==> config.mk <==
export PLATFORM = sky130hd
export DESIGN_NAME = memory_turn_ctrl
export DESIGN_NICKNAME = d
export VERILOG_FILES = /design/src/rtl/memory_game_pkg.sv /design/src/rtl/memory_turn_ctrl_next_cell_finder.sv /design/src/rtl/memory_turn_ctrl.sv
export SDC_FILE = /design/constraint.sdc
export NUM_CORES = 1
export LEC_CHECK = 0
export CAP_MARGIN = 20
export CORE_MARGIN = 2
export CORE_UTILIZATION = 70
export DETAILED_ROUTE_END_ITERATION = 10
export DONT_BUFFER_PORTS = 1
export GPL_TIMING_DRIVEN = 0
export PLACE_DENSITY = 0.86
export SLEW_MARGIN = 10
export SYNTH_ARGS = -nofsm -noshare
export SYNTH_HDL_FRONTEND = slang
export SYNTH_SLANG_ARGS = --single-unit
==> constraint.sdc <==
create_clock -name clk -period 7.55 [get_ports clk]
set_clock_uncertainty 0.1 [all_clocks]
set_input_delay 0.3775 -clock clk [delete_from_list [all_inputs] [get_ports clk]]
set_output_delay 0.3775 -clock clk [all_outputs]
set_load 0.03 [all_outputs]
==> src/rtl/memory_game_pkg.sv <==
// Shared types and constants for the 4x4 memory (pairs) game.
// Imported by the turn sequencer and its cursor helper.
package memory_game_pkg;

    localparam int N_CELLS = 16;
    localparam int N_PAIRS = 8;
    localparam int CARD_W  = 3;

    typedef enum logic [2:0] {
        ST_IDLE      = 3'd0,
        ST_PICK1     = 3'd1,
        ST_PICK2     = 3'd2,
        ST_COMPARE   = 3'd3,
        ST_SHOW_MISS = 3'd4,
        ST_DONE      = 3'd5
    } state_e;

    typedef enum logic [1:0] {
        CELL_HIDDEN   = 2'd0,
        CELL_REVEALED = 2'd1,
        CELL_MATCHED  = 2'd2
    } cell_e;

    // Card id stored for one cell of a flattened deck.
    function automatic logic [CARD_W-1:0] card_at(
        input logic [N_CELLS*CARD_W-1:0] deck,
        input logic [3:0]                idx
    );
        return deck[idx*CARD_W +: CARD_W];
    endfunction

endpackage

==> src/rtl/memory_turn_ctrl_next_cell_finder.sv <==
// Finds the first non-matched cell after the cursor, wrapping 15->0.
// Rotates the free mask so cursor+1 lands at bit 0, then priority-encodes.
module next_cell_finder
    import memory_game_pkg::*;
(
    input  logic [3:0]         cur,
    input  logic [N_CELLS-1:0] matched,
    output logic [3:0]         nxt,
    output logic               found
);

    logic [2*N_CELLS-2:0] free_dbl;
    logic [N_CELLS-2:0]   rot;
    logic [4:0]           offs;

    // Rotate the free mask and pick the lowest set bit (cursor itself excluded).
    always_comb begin
        free_dbl = {~matched[N_CELLS-2:0], ~matched};
        offs     = {1'b0, cur} + 5'd1;
        rot      = free_dbl[offs +: (N_CELLS-1)];
        nxt      = cur;
        found    = 1'b0;
        for (int j = N_CELLS-2; j >= 0; j--) begin
            if (rot[j]) begin
                nxt   = cur + 4'(j + 1);
                found = 1'b1;
            end
        end
    end

endmodule

==> src/rtl/memory_turn_ctrl.sv <==
// Turn sequencer for the 4x4 memory game: board, cursor, player, scores.
// Consumes one-cycle move/select pulses; drives renderer and 7-seg.
module memory_turn_ctrl
    import memory_game_pkg::*;
#(
    parameter int unsigned SHOW_CYCLES = 50_000_000,
    parameter int unsigned TURN_CYCLES = 750_000_000
) (
    input  logic                      clk,
    input  logic                      rst,
    input  logic                      move,
    input  logic                      select,
    input  logic [N_CELLS*CARD_W-1:0] deck,
    output logic [3:0]                cursor,
    output logic [2*N_CELLS-1:0]      cell_state,
    output logic                      player,
    output logic [3:0]                score0,
    output logic [3:0]                score1,
    output logic [2:0]                fsm_state,
    output logic                      game_over,
    output logic [1:0]                winner
);

    state_e                    state_q, state_d;
    logic [3:0]                cursor_q, cursor_d;
    logic [3:0]                first_q, first_d;
    logic [3:0]                second_q, second_d;
    logic [N_CELLS-1:0][1:0]   cells_q, cells_d;
    logic                      player_q, player_d;
    logic [3:0]                score0_q, score0_d;
    logic [3:0]                score1_q, score1_d;
    logic [31:0]               turn_tmr_q, turn_tmr_d;
    logic [31:0]               show_tmr_q, show_tmr_d;
    logic [N_CELLS*CARD_W-1:0] deck_q, deck_d;

    logic [N_CELLS-1:0]        matched;
    logic [3:0]                next_idx;
    logic                      next_found;
    logic                      ids_equal;
    logic [4:0]                pair_sum;

    localparam logic [31:0] TURN_LOAD = 32'(TURN_CYCLES - 1);
    localparam logic [31:0] SHOW_LOAD = 32'(SHOW_CYCLES - 1);

    // Matched mask for the cursor search, and compare-stage helpers.
    always_comb begin
        for (int i = 0; i < N_CELLS; i++) begin
            matched[i] = (cells_q[i] == CELL_MATCHED);
        end
        ids_equal = card_at(deck_q, first_q) == card_at(deck_q, second_q);
        pair_sum  = 5'(score0_q) + 5'(score1_q) + 5'd1;
    end

    next_cell_finder u_finder (
        .cur     (cursor_q),
        .matched (matched),
        .nxt     (next_idx),
        .found   (next_found)
    );

    // Next-state logic; timer expiry outranks select, select outranks move.
    always_comb begin
        state_d    = state_q;
        cursor_d   = cursor_q;
        first_d    = first_q;
        second_d   = second_q;
        cells_d    = cells_q;
        player_d   = player_q;
        score0_d   = score0_q;
        score1_d   = score1_q;
        turn_tmr_d = turn_tmr_q;
        show_tmr_d = show_tmr_q;
        deck_d     = deck_q;
        unique case (state_q)
            ST_IDLE: begin
                if (select) begin
                    deck_d     = deck;
                    cells_d    = '0;
                    cursor_d   = 4'd0;
                    player_d   = 1'b0;
                    score0_d   = 4'd0;
                    score1_d   = 4'd0;
                    turn_tmr_d = TURN_LOAD;
                    state_d    = ST_PICK1;
                end
            end
            ST_PICK1, ST_PICK2: begin
                if (turn_tmr_q == 32'd0) begin
                    for (int i = 0; i < N_CELLS; i++) begin
                        if (cells_q[i] == CELL_REVEALED) begin
                            cells_d[i] = CELL_HIDDEN;
                        end
                    end
                    player_d   = ~player_q;
                    turn_tmr_d = TURN_LOAD;
                    state_d    = ST_PICK1;
                end else begin
                    turn_tmr_d = turn_tmr_q - 32'd1;
                    if (select) begin
                        if (cells_q[cursor_q] == CELL_HIDDEN) begin
                            cells_d[cursor_q] = CELL_REVEALED;
                            if (state_q == ST_PICK1) begin
                                first_d = cursor_q;
                                state_d = ST_PICK2;
                            end else begin
                                second_d = cursor_q;
                                state_d  = ST_COMPARE;
                            end
                        end
                    end else if (move && next_found) begin
                        cursor_d = next_idx;
                    end
                end
            end
            ST_COMPARE: begin
                if (ids_equal) begin
                    cells_d[first_q]  = CELL_MATCHED;
                    cells_d[second_q] = CELL_MATCHED;
                    if (player_q) begin
                        score1_d = score1_q + 4'd1;
                    end else begin
                        score0_d = score0_q + 4'd1;
                    end
                    if (pair_sum == 5'(N_PAIRS)) begin
                        state_d = ST_DONE;
                    end else begin
                        turn_tmr_d = TURN_LOAD;
                        state_d    = ST_PICK1;
                    end
                end else begin
                    show_tmr_d = SHOW_LOAD;
                    state_d    = ST_SHOW_MISS;
                end
            end
            ST_SHOW_MISS: begin
                if (show_tmr_q == 32'd0) begin
                    cells_d[first_q]  = CELL_HIDDEN;
                    cells_d[second_q] = CELL_HIDDEN;
                    player_d          = ~player_q;
                    turn_tmr_d        = TURN_LOAD;
                    state_d           = ST_PICK1;
                end else begin
                    show_tmr_d = show_tmr_q - 32'd1;
                end
            end
            ST_DONE: begin
                if (select) begin
                    state_d = ST_IDLE;
                end
            end
            default: begin
                state_d = ST_IDLE;
            end
        endcase
    end

    // State registers with asynchronous reset.
    always_ff @(posedge clk or posedge rst) begin
        if (rst) begin
            state_q    <= ST_IDLE;
            cursor_q   <= 4'd0;
            first_q    <= 4'd0;
            second_q   <= 4'd0;
            cells_q    <= '0;
            player_q   <= 1'b0;
            score0_q   <= 4'd0;
            score1_q   <= 4'd0;
            turn_tmr_q <= 32'd0;
            show_tmr_q <= 32'd0;
            deck_q     <= '0;
        end else begin
            state_q    <= state_d;
            cursor_q   <= cursor_d;
            first_q    <= first_d;
            second_q   <= second_d;
            cells_q    <= cells_d;
            player_q   <= player_d;
            score0_q   <= score0_d;
            score1_q   <= score1_d;
            turn_tmr_q <= turn_tmr_d;
            show_tmr_q <= show_tmr_d;
            deck_q     <= deck_d;
        end
    end

    // Output decode; winner is only meaningful while the game is over.
    always_comb begin
        cursor     = cursor_q;
        cell_state = cells_q;
        player     = player_q;
        score0     = score0_q;
        score1     = score1_q;
        fsm_state  = state_q;
        game_over  = (state_q == ST_DONE);
        winner     = 2'd0;
        if (game_over) begin
            if (score0_q > score1_q) begin
                winner = 2'd1;
            end else if (score1_q > score0_q) begin
                winner = 2'd2;
            end else begin
                winner = 2'd3;
            end
        end
    end

endmodule
==> run metrics <==
outcome=finished clean; critical-path maximum fanout=14; largest family of logic cells by synthesized area=simple AND/OR/NAND/NOR gates; Core Rows=46; num ports=103; setup ws final=2630 ps; Adder-Cell Fraction of Synth Area=3.01%; Crit. End Element=flip-flop; xor and xnor area share after synthesis=3.81%; drt total wl=39100 um; core area=15900 um^2; Clk pwr share=19.3%; initial antenna violation count=1; antenna viol nets, final=0; Reg2Reg Depth=11; GRT Util Overall=44.6%; Cell variety after synth=76; fin crit share=65.1%; Die W=132 um; worst setup path startpoint=cursor[2]; grt total ovfl=0; Pleak=5.07 nW; mean routed wirelength per cell=24.8 um; Clock transition at path regs=80 ps; root buffer cell=clkbuf_16; layout cells sized above 1=10.5%; crit path DAT=5140 ps; Cell Int Power=0.00238 W; GR Util met1=57.7%; Sw Pwr=0.00225 W; pwr/cell area=359 nW/um^2; Via Count=11600; Synth Cell Area=11500 um^2; placed cells=1493; DRC errors left=0; global routing's busiest layer=met2; mux share of post-synthesis cell area=13.3%; Yosys top cell area share=36.6%; Setup WS pre-CTS=2740 ps; CTS max path bufs=2; M3 GR Usage=9.03%; Inserted Clock Buffers=17; Req. time, crit path=7780 ps; compound-cell area share of the yosys netlist=15.2%; Final Slew Violations=0; fraction of registers with async set/reset=100%; max_cap viols=0; most used flip-flop cell after synthesis=dfrtp_1; top post-synthesis cells by area=dfrtp_1 37%, mux4_2 13%, nand2_1 7.8%; Post-synth EDFFs=0; fmax=203 MHz; Setup TNS=0 ps; min Tclk post-route=4920 ps; Chip Height=132 um; Hold Crit Depth=3; clock tree sinks=168; synthesized area per cell=9.00 um^2; Worst VDD drop=0.296 mV; first-pass GRT wire length=60900 um; GRT met2 Usage=70.7%; Worst R2R Start=cursor[2]; Pre-antenna DRT Iters=9; Nets=1424; Layout Area Growth over Synthesis=12.2%; largest net degree at the start of global routing=90; Post-Layout Cell Count=1575; RSZ-0062 raised after global routing=no; vias per inst=7.36; Seq pwr share=31.9%; Starting Density=72.0%; worst hold path class=input pin to flip-flop; clk_lat worst skew=440 ps; Simple-Gate Fraction of Synth Area=24.6%; Net Sw Frac=48.7%; Post-synth top cells=240 x nand2_1, 168 x dfrtp_1, 121 x nor2_1; initial DRC count=1695; Syn. warnings=0; sequential area share after synthesis=36.6%; number of global-route vias before repair=11200; Max-slew headroom=28.8%; DPL Wire Length=24400 um; H-Tree Depth=4; Hold WS=209 ps; cell taking the most area after synthesis=dfrtp_1; Synth Net Count=1355; worst slew pin tran=1070 ps; Routability Congestion=0.986; CTS tree=built; crit path kind=flip-flop to flip-flop; die area=17400 um^2; crit path launch type=flip-flop; count leader, synth=nand2_1; FF+latch count, synth=168; final setup vio count=0; HP Start=select; Synth Instances=1276; Comb power frac=48.8%; PortBufs=0; Hold Vio Cnt, Final=0
==> critical path, stage by stage, from the launching register on <==
cell and delay (ps):
dfrtp_1 590, buf_2 300, inv_2 150, buf_2 310, clkbuf_1 830, mux4_2 490, mux4_2 570, a2111oi_0 300
nand4_1 220, nor2b_1 190, o41ai_1 350, mux2_2 390
==> per-layer routing <==
metal  part of all wire [%]  wire [um]
met1                     35      13700
met2                     46      17800
met3                     12       4850
met4                    7.0       2730
met5                      0          0
==> power by group through the flow <==
stage / logic [W] / clock network [W] / registers, W
after CTS: 0.00211 / 0.000875 / 0.00143
after global routing: 0.00240 / 0.000919 / 0.00148
after detailed placement: 0.00206 / 0 / 0.00144
after global placement: 0.00199 / 0 / 0.00142
after floorplan: 0.00156 / 0 / 0.00135
final: 0.00226 / 0.000894 / 0.00147
==> layout make-up <==
| cell class | instances | area, um^2 |
|---|---|---|
| Multi-Input combinational cell | 1008 | 6890 |
| Sequential cell | 168 | 4200 |
| Fill cell | 947 | 3060 |
| Timing Repair Buffer | 50 | 518 |
| Clock buffer | 17 | 425 |
| Buffer | 77 | 304 |
| Tap cell | 216 | 270 |
| Clock inverter | 15 | 179 |
| Inverter | 23 | 93.8 |
| Antenna cell | 1 | 2.50 |
==> cell usage in the layout (no fill, tap or decap), types with 15 or more instances in the layout <==
master / instances
nand2_1: 240
dfrtp_1: 168
nor2_1: 121
a21oi_1: 92
mux4_2: 64
clkbuf_1: 57
o21ai_0: 50
dlygate4sd3_1: 49
nor3_1: 40
nand2b_1: 38
xnor2_1: 38
ha_1: 26
nor2b_1: 24
o22ai_1: 21
o211ai_1: 21
inv_1: 19
or3_1: 18
nand3_1: 17
clkbuf_16: 17
o31ai_1: 15
==> cell families after synthesis <==
kind of cell	after synthesis
muxes	72
buffers and inverters	100
adders and majority gates	27
AOI/OAI and AO/OA	273
DFF	168
and+or+nand+nor	586
xor gates and xnor gates	50
==> metrics by stage <==
stage / area [um^2] / total power (W) / util [%]
CTS: 12900 / 0.00441 / 80.7
global placement: 11800 / 0.00341 / 73.7
finish: 12900 / 0.00463 / 80.8
floorplan: 11500 / 0.00291 / -
global route: 12900 / 0.00480 / 80.8
detailed placement: 11800 / 0.00350 / 73.9
==> state kept, by name, summed over array words and instances (netlist names) <==
register and flops:
cursor 4, score1 4, deck_q 48, score0 4, first_q 4, cell_state 32, second_q 4, turn_tmr_q 32
player 1, fsm_state 3, show_tmr_q 32
==> final timing paths <==
path | slack, ps | to
setup / recovery | 2630 | cursor[2]
hold / removal | 210 | fsm_state[2]
setup reg to reg | 2630 | cursor[2]
hold reg to reg | 410 | turn_tmr_q[31]
max in group asynchronous | 6130 | cell_state[15]
min in group asynchronous | 400 | score0[3]
==> repair_timing <==
item,CTS,global route
hold buffers,48,1
hold endpoints to repair,126,1
endpoints found under the setup margin,0,0
gates resized for setup,0,0
setup buffers,0,0
Power figures use the tool's default switching activity.
